$ cat src/rtl/avalon_crypto_regfile.sv
// Avalon-MM register file in front of a block-cipher core.
// Holds key and input block, launches the core with a one-cycle start pulse,
// captures the result on the core's done pulse and keeps sticky status,
// a busy-cycle counter and an interrupt line.
//
// Bus handshake: there is no waitrequest. A read or write is accepted in the
// cycle it is presented with AVL_CS high; write data lands on the next posedge
// and read data is returned combinationally in the same cycle.
module avalon_crypto_regfile #(
    parameter int DATA_W  = 32,
    parameter int BLOCK_W = 128,
    parameter int ADDR_W  = 4,
    parameter int TIMEOUT = 0
) (
    input  logic                  CLK,
    input  logic                  RESET,
    input  logic                  AVL_READ,
    input  logic                  AVL_WRITE,
    input  logic                  AVL_CS,
    input  logic [DATA_W/8-1:0]   AVL_BYTE_EN,
    input  logic [ADDR_W-1:0]     AVL_ADDR,
    input  logic [DATA_W-1:0]     AVL_WRITEDATA,
    output logic [DATA_W-1:0]     AVL_READDATA,
    output logic                  CORE_START,
    output logic                  CORE_MODE,
    output logic [BLOCK_W-1:0]    CORE_KEY,
    output logic [BLOCK_W-1:0]    CORE_DIN,
    input  logic [BLOCK_W-1:0]    CORE_DOUT,
    input  logic                  CORE_DONE,
    output logic                  IRQ,
    output logic [DATA_W-1:0]     EXPORT_DATA,
    output logic [1:0]            DBG_STATE
);

    localparam int N        = BLOCK_W / DATA_W;
    localparam int NB       = DATA_W / 8;
    localparam int A_CTRL   = 3 * N;
    localparam int A_STATUS = 3 * N + 1;
    localparam int A_CYCLES = 3 * N + 2;

    typedef enum logic [1:0] {
        S_IDLE  = 2'd0,
        S_START = 2'd1,
        S_RUN   = 2'd2
    } state_t;

    state_t              state_q, state_d;
    logic [DATA_W-1:0]   key_q  [N];
    logic [DATA_W-1:0]   key_d  [N];
    logic [DATA_W-1:0]   din_q  [N];
    logic [DATA_W-1:0]   din_d  [N];
    logic [DATA_W-1:0]   dout_q [N];
    logic [DATA_W-1:0]   dout_d [N];
    logic                mode_q, mode_d;
    logic                irq_en_q, irq_en_d;
    logic                done_q, done_d;
    logic                err_q, err_d;
    logic                tmo_q, tmo_d;
    logic [DATA_W-1:0]   cycles_q, cycles_d;

    logic                wr_en;
    logic                busy;
    logic                w1c;
    logic                done_set, err_set, tmo_set;
    int                  addr_idx;

    assign wr_en    = AVL_WRITE & AVL_CS;
    assign busy     = (state_q != S_IDLE);
    assign addr_idx = int'(AVL_ADDR);
    assign w1c      = wr_en && (addr_idx == A_STATUS) && AVL_BYTE_EN[0];

    // Replace only the byte lanes whose enable is set.
    function automatic logic [DATA_W-1:0] merge_bytes(input logic [DATA_W-1:0] old_w,
                                                      input logic [DATA_W-1:0] new_w,
                                                      input logic [NB-1:0]     be);
        logic [DATA_W-1:0] r;
        r = old_w;
        for (int b = 0; b < NB; b++) begin
            if (be[b]) r[b*8 +: 8] = new_w[b*8 +: 8];
        end
        return r;
    endfunction

    // Next-state: register writes, busy protection, FSM and sticky status.
    always_comb begin
        state_d  = state_q;
        key_d    = key_q;
        din_d    = din_q;
        dout_d   = dout_q;
        mode_d   = mode_q;
        irq_en_d = irq_en_q;
        cycles_d = cycles_q;
        done_set = 1'b0;
        err_set  = 1'b0;
        tmo_set  = 1'b0;

        if (wr_en) begin
            if (busy) begin
                // Configuration is frozen while the core is working.
                if (addr_idx < 2 * N || addr_idx == A_CTRL) err_set = 1'b1;
            end else begin
                for (int i = 0; i < N; i++) begin
                    if (addr_idx == i)     key_d[i] = merge_bytes(key_q[i], AVL_WRITEDATA, AVL_BYTE_EN);
                    if (addr_idx == N + i) din_d[i] = merge_bytes(din_q[i], AVL_WRITEDATA, AVL_BYTE_EN);
                end
                if (addr_idx == A_CTRL && AVL_BYTE_EN[0]) begin
                    mode_d   = AVL_WRITEDATA[1];
                    irq_en_d = AVL_WRITEDATA[2];
                end
            end
        end

        case (state_q)
            S_IDLE: begin
                if (wr_en && addr_idx == A_CTRL && AVL_BYTE_EN[0] && AVL_WRITEDATA[0]) begin
                    state_d  = S_START;
                    cycles_d = '0;
                end
            end
            S_START: begin
                state_d = S_RUN;
            end
            S_RUN: begin
                if (cycles_q != '1) cycles_d = cycles_q + DATA_W'(1);
                if (CORE_DONE) begin
                    for (int i = 0; i < N; i++) begin
                        dout_d[i] = CORE_DOUT[BLOCK_W-1-i*DATA_W -: DATA_W];
                    end
                    done_set = 1'b1;
                    state_d  = S_IDLE;
                end else if (TIMEOUT != 0 && cycles_q == DATA_W'(TIMEOUT - 1)) begin
                    tmo_set = 1'b1;
                    state_d = S_IDLE;
                end
            end
            default: state_d = S_IDLE;
        endcase

        // Sticky bits: a set in the same cycle as a clear wins.
        done_d = (done_q & ~(w1c & AVL_WRITEDATA[1])) | done_set;
        err_d  = (err_q  & ~(w1c & AVL_WRITEDATA[2])) | err_set;
        tmo_d  = (tmo_q  & ~(w1c & AVL_WRITEDATA[3])) | tmo_set;
    end

    // State register with synchronous active-low reset.
    always_ff @(posedge CLK) begin
        if (!RESET) begin
            state_q  <= S_IDLE;
            for (int i = 0; i < N; i++) begin
                key_q[i]  <= '0;
                din_q[i]  <= '0;
                dout_q[i] <= '0;
            end
            mode_q   <= 1'b0;
            irq_en_q <= 1'b0;
            done_q   <= 1'b0;
            err_q    <= 1'b0;
            tmo_q    <= 1'b0;
            cycles_q <= '0;
        end else begin
            state_q  <= state_d;
            key_q    <= key_d;
            din_q    <= din_d;
            dout_q   <= dout_d;
            mode_q   <= mode_d;
            irq_en_q <= irq_en_d;
            done_q   <= done_d;
            err_q    <= err_d;
            tmo_q    <= tmo_d;
            cycles_q <= cycles_d;
        end
    end

    // Combinational read mux; unmapped or idle bus returns zero.
    always_comb begin
        AVL_READDATA = '0;
        if (AVL_READ && AVL_CS) begin
            for (int i = 0; i < N; i++) begin
                if (addr_idx == i)         AVL_READDATA = key_q[i];
                if (addr_idx == N + i)     AVL_READDATA = din_q[i];
                if (addr_idx == 2 * N + i) AVL_READDATA = dout_q[i];
            end
            if (addr_idx == A_CTRL) begin
                AVL_READDATA[1] = mode_q;
                AVL_READDATA[2] = irq_en_q;
            end
            if (addr_idx == A_STATUS) AVL_READDATA[3:0] = {tmo_q, err_q, done_q, busy};
            if (addr_idx == A_CYCLES) AVL_READDATA = cycles_q;
        end
    end

    // Pack key and input words for the core, word 0 in the most significant slot.
    always_comb begin
        CORE_KEY = '0;
        CORE_DIN = '0;
        for (int i = 0; i < N; i++) begin
            CORE_KEY[BLOCK_W-1-i*DATA_W -: DATA_W] = key_q[i];
            CORE_DIN[BLOCK_W-1-i*DATA_W -: DATA_W] = din_q[i];
        end
    end

    assign CORE_START  = (state_q == S_START);
    assign CORE_MODE   = mode_q;
    assign IRQ         = done_q & irq_en_q;
    assign EXPORT_DATA = {key_q[0][DATA_W-1 -: DATA_W/2], key_q[N-1][DATA_W/2-1:0]};
    assign DBG_STATE   = state_q;

endmodule

$ cat config.mk
export PLATFORM = sky130hd
export DESIGN_NAME = avalon_crypto_regfile
export DESIGN_NICKNAME = d
export VERILOG_FILES = /design/src/rtl/avalon_crypto_regfile.sv
export SDC_FILE = /design/constraint.sdc
export NUM_CORES = 1
export LEC_CHECK = 0
export CORE_MARGIN = 2
export CORE_UTILIZATION = 25
export DETAILED_ROUTE_END_ITERATION = 16
export GPL_ROUTABILITY_DRIVEN = 0
export GPL_TIMING_DRIVEN = 0
export PLACE_DENSITY = 0.48
export SETUP_SLACK_MARGIN = 0.05
export SYNTH_ARGS = -nofsm -noshare
export SYNTH_HDL_FRONTEND = slang
export SYNTH_SLANG_ARGS = --single-unit
$ cat constraint.sdc
create_clock -name CLK -period 2.5 [get_ports CLK]
set_clock_uncertainty 0.2 [all_clocks]
set_input_delay 0.5 -clock CLK [delete_from_list [all_inputs] [get_ports CLK]]
set_output_delay 0.5 -clock CLK [all_outputs]
set_load 0.01 [all_outputs]
==> Yosys cells after proc, flatten, opt, wreduce, memory -nomap -nowiden <==
Cells that the tools add are included.
{ "totals": {"register_bits": 423, "wordCells": 154} }
{ "classes": {"n_addsub": 1, "order_cmp": 1, "eq_ne": 20, "muxes": 27, "bitwise": 14, "n_reduce_logical": 48} }
{ "ops": {"columns": ["cell", "count"], "rows": [
  ["32-bit 2-to-1 mux", 16],
  ["4-bit AND reduction", 32],
  ["32-bit one-hot mux with 2 select lines", 1],
  ["32-bit by 1-bit adder with 32-bit output, second input constant", 1],
  ["4-bit equality test, second input constant", 8],
  ["32-bit logical NOT", 1],
  ["32-bit inequality test, second input constant", 1],
  ["4-bit by 3-bit equality test with 1-bit output, second input constant", 4],
  ["1-bit AND", 8],
  ["4-bit by 2-bit equality test with 1-bit output, second input constant", 2],
  ["1-bit logical AND", 7],
  ["2-bit 2-to-1 mux", 3],
  ["2-bit inequality test, second input constant", 3],
  ["2-bit one-hot mux with 3 select lines", 1],
  ["3-bit AND reduction", 2],
  ["1-bit 2-to-1 mux", 5],
  ["4-bit < comparator, second input constant", 1],
  ["4-bit 2-to-1 mux", 1],
  ["1-bit NOT", 4],
  ["2-bit AND reduction", 2],
  ["2-bit nonzero test", 2],
  ["2-bit by 1-bit equality test with 1-bit output, second input constant", 1],
  ["2-bit equality test, second input constant", 1],
  ["2-bit logical NOT", 1],
  ["other kinds (2)", 3]
]} }

==> Logic depth before layout (Yosys ltp) <==
Gate-level depths: netlist (run 1).
{ "logic_depth": {"ltp_word": 17, "depth_mapped": 9} }

==> Worst setup path after synthesis (run 1) <==
Ideal clock, no wire load.
{ "synth_timing": {"kind": "input -> output", "start": "in AVL_ADDR[1]", "end": "out AVL_READDATA[28]", "arrival_time_ps": 2292, "slack_ps": -492, "path_stages": 6, "n_path_buf": 1, "path_cell_list": "buf_2 > nor4b_2 > a22oi_1 > o311ai_0 > o21ai_0 > a2111oi_0"} }
{ "synth_between": {"elab_chain_cells": 15, "elab_cells_between_ends": 27, "classes_between": "eq/ne: 12; mux: 14; reduce/logical: 1"} }
{ "synth_rtl": {"columns": ["element", "line_no", "rtl"], "rows": [
  ["start, declared", "21", "input logic [ADDR_W-1:0] AVL_ADDR,"],
  ["32-bit logical NOT", "179", "if (addr_idx == i) AVL_READDATA = key_q[i];"],
  ["32-bit 2-to-1 mux", "179", null],
  ["32-bit 2-to-1 mux", "180", "if (addr_idx == N + i) AVL_READDATA = din_q[i];"],
  ["32-bit 2-to-1 mux", "181", "if (addr_idx == 2 * N + i) AVL_READDATA = dout_q[i];"],
  ["32-bit 2-to-1 mux", "179", null],
  ["32-bit 2-to-1 mux", "180", null],
  ["32-bit 2-to-1 mux", "181", null],
  ["32-bit 2-to-1 mux", "179", null],
  ["32-bit 2-to-1 mux", "180", null],
  ["32-bit 2-to-1 mux", "181", null],
  ["32-bit 2-to-1 mux", "179", null],
  ["32-bit 2-to-1 mux", "180", null],
  ["32-bit 2-to-1 mux", "181", null],
  ["32-bit 2-to-1 mux (*)", "188", "if (addr_idx == A_CYCLES) AVL_READDATA = cycles_q;"],
  ["32-bit 2-to-1 mux (*)", "177", "if (AVL_READ && AVL_CS) begin"],
  ["end, declared", "23", "output logic [DATA_W-1:0] AVL_READDATA,"]
]} }
Mark *: on every way between the ends. The rest lies on a longest branch, timed or not.

==> Worst setup path after layout (run 1) <==
{ "layout_timing": {"start": "reg din_q, in the netlist CORE_DIN[92]", "end": "out AVL_READDATA[28]"} }
{ "layout_between": {"elab_chain_cells": 10} }
{ "layout_rtl": {"columns": ["element", "line_no", "rtl"], "rows": [
  ["start, declared", "50", "logic [DATA_W-1:0] din_q [N];"],
  ["start signal, assigned", "163", "din_q <= din_d;"],
  ["32-bit 2-to-1 mux", "180", null],
  ["32-bit 2-to-1 mux", "181", null],
  ["32-bit 2-to-1 mux", "179", null],
  ["32-bit 2-to-1 mux", "180", null],
  ["32-bit 2-to-1 mux", "181", null],
  ["32-bit 2-to-1 mux", "179", null],
  ["32-bit 2-to-1 mux", "180", null],
  ["32-bit 2-to-1 mux", "181", null],
  ["32-bit 2-to-1 mux", "188", null],
  ["32-bit 2-to-1 mux", "177", null]
]} }
Every way passes these cells.

==> reports/results.ini, run 1 <==
[outcome]
outcome = complete, but fails checks
violations = negative setup slack

[power_and_ir_drop]
finalPower_mw = 16.7
peakVddDrop_mv = 0.469
power_density_mw_per_mm2 = 528
leakage_nw = 11.1

[timing]
post-route-min-period_ns = 3.37
final.period_utilization_pct = 135
relSlewSlack_pct = 30.7
max_clock_freq_mhz = 297
rsz0062_at_grt = true
slew_violations = 0
finalHoldViolCount = 0
fin_ws_ns = -0.866
worstMarginPinSlew_ns = 1.04
whs_ns = 0.0686
setup_viol = 32

[yosys]
yosysSeqAreaShare_pct = 42.5
synth_area_mm2 = 0.0199
synth_common_cells = nand2_1 (543), dfxtp_1 (423), a21oi_1 (394), o21ai_0 (214), clkbuf_1 (198)
synth_edf_count = 0
yosys_warnings = 0
synth_area_leaders = dfxtp_1 (43%), nand2_1 (10%), a21oi_1 (9.9%)
synth_top_area_cell = dfxtp_1
netlist_instances = 2600
async_flop_share_pct = 0
synth.avg_cell_area_um2 = 7.66
synth_fp_nets = 2775
yosys.cell_count.top_type = nand2_1
ys.flop_type = dfxtp_1
synth_seq_cells = 423
synth_top_area_share_pct = 42.5
ys_types = 77

[critical_path]
cp-end-kind = output pin
criticalPathCategory = reg -> out
worstPathMaxFanout = 2
worstPathArrival_ns = 2.67
cp_data_required_time_ns = 1.80
start_kind = register

[clock_network]
htree_levels = 2
root_buffer = clkbuf_16
cts_hold_buf = 0
clock_latency_ns = 0.63
clock_sinks = 423
cts_tree = done
ctsLongestPathBuffers = 3
clk_pin_slew_ns = 0.06
numCtsBuffers = 51

[place]
place_area_mm2 = 0.0263
port-buffer-count = 466
place.detailed.hpwl_um = 103000

[finish]
utilization_pct = 40.0
area.growth.synth_to_final_pct = 58.5
layout.nets = 3411
fin_area_mm2 = 0.0316
layout-drive-gt1-share_pct = 21.4
nFillCells = 8111

[route]
dr.pass1.iters = 6
drtIter0Drc = 2984
wl_um = 134000
postRouteAntennaNets = 0
viasPerCell = 5.56
wl_per_cell_um = 31.1
drc_errors = 0
vias = 24000

[global_route]
grt_pass1_wl_um = 180000
grt_start_max_net_pins = 13
overflow = 0
grtUsageTotal_pct = 31.3
antenna_found_initial = 4
grt_pass1_vias = 22300

[die]
num_io_pins = 499
die_w_um = 286
start_util_pct = 25.3
die-area_mm2 = 0.0819
core_mm2 = 0.0789
row_count = 103
dieHeight_um = 286

[job]
max_cap_viol_count = 0

[min_path]
holdCritPathClass = in -> reg

[logic make-up after synthesis]
kind of cell / synth area share [%]
adders and majority gates: 0.0628
xor gates and xnor gates: 0.0440
and+or+nand+nor: 20.8
buffers and inverters: 6.23
muxes: 6.05
DFF: 42.5
AOI/OAI and AO/OA: 24.3
[metal layers]
layer	global-route usage (%)	wire [µm]	share of wire [%]	vias up
li1	-	-	-	10500
met1	37.9	50400	38	11600
met2	49.2	59300	44	1606
met3	10.4	15900	12	390
met4	16.3	8800	6.5	6
met5	0	35	0.026	-
[critical path, stage by stage (launching register included)]
cell and delay (ns):
dfxtp_4 0.35, mux2_4 0.26, a22oi_2 0.24, o311ai_2 0.15, buf_4 0.18, a222oi_1 0.50
a2111oi_4 0.17, buf_2 0.18
[path summary, 6_finish.rpt]
path              slack [ns]  depth (start not counted)        startpoint                to
setup reg to reg        0.10                          5       cycles_q[9]      cycles_q[27]
setup / recovery       -0.87                          7      CORE_DIN[92]  AVL_READDATA[28]
hold reg to reg         0.26                          2        dout_q[67]        dout_q[67]
hold / removal          0.07                          3  AVL_WRITEDATA[8]       CORE_KEY[8]
[registers in the layout, indices dropped and copies added, names as in the netlist]
signal / count
DBG_STATE: 2
cycles_q: 32
dout_q: 128
CORE_KEY: 128
err_q: 1
tmo_q: 1
CORE_MODE: 1
done_q: 1
irq_en_q: 1
CORE_DIN: 128
[where the power goes]
part           leakage [nW]  internal [mW]  total (mW)  switching [mW]
clock network         0.824           4.52        7.72            3.20
registers              3.44           6.74        6.77          0.0249
logic                  6.79          0.859        2.17            1.31
total                  11.1           12.1        16.7            4.53
[cells in the final DEF (no fill, tap or decap), types with 46 or more instances in the layout]
master	Yosys	final
clkbuf_2	5	58
o21ai_0	214	167
clkbuf_16	0	80
a21oi_1	394	376
clkdlybuf4s50_1	0	412
dfxtp_1	423	362
mux2i_1	108	104
buf_6	3	46
buf_4	33	106
nand2_1	543	531
nor2_1	142	115
nand3_1	123	119
clkbuf_1	198	89
[what timing repair did]
item | CTS | global route
buffers inserted | 81 | 31
endpoints found under the setup margin | 484 | 352
gates cloned | 8 | 2
pin swaps | 118 | 86
gates resized for setup | 709 | 185
[stage by stage]
stage | TNS (ns) | worst slack, ns | std cells
floorplan | -0.499 | -0.0750 | 2600
global placement | -489.86 | -2.73 | 4116
detailed placement | -474.67 | -2.73 | 4116
CTS | -14.11 | -0.799 | 4291
global route | -18.41 | -0.879 | 4323
finish | -18.31 | -0.866 | 4323
[layout make-up]
type	instances	area [µm²]	area share (%)
diodes	1	2.50	0.00793
clock buffers	77	1540	4.87
plain buffers	261	2270	7.20
flip-flops and latches	423	8590	27.2
multi-input cells	1894	11700	36.9
inverters	17	81.3	0.258
well taps	1050	1310	4.16
clock inverters	12	144	0.456
repair buffers	588	5970	18.9
(Power assumes the default switching activity.)
==> run 2, diff against run 1 <==
ABC_CLOCK_PERIOD_IN_PS = 2500   (was unset)
==> results of run 2 <==
Same layout as run 1: the final DEF is identical, and so are final timing and power.
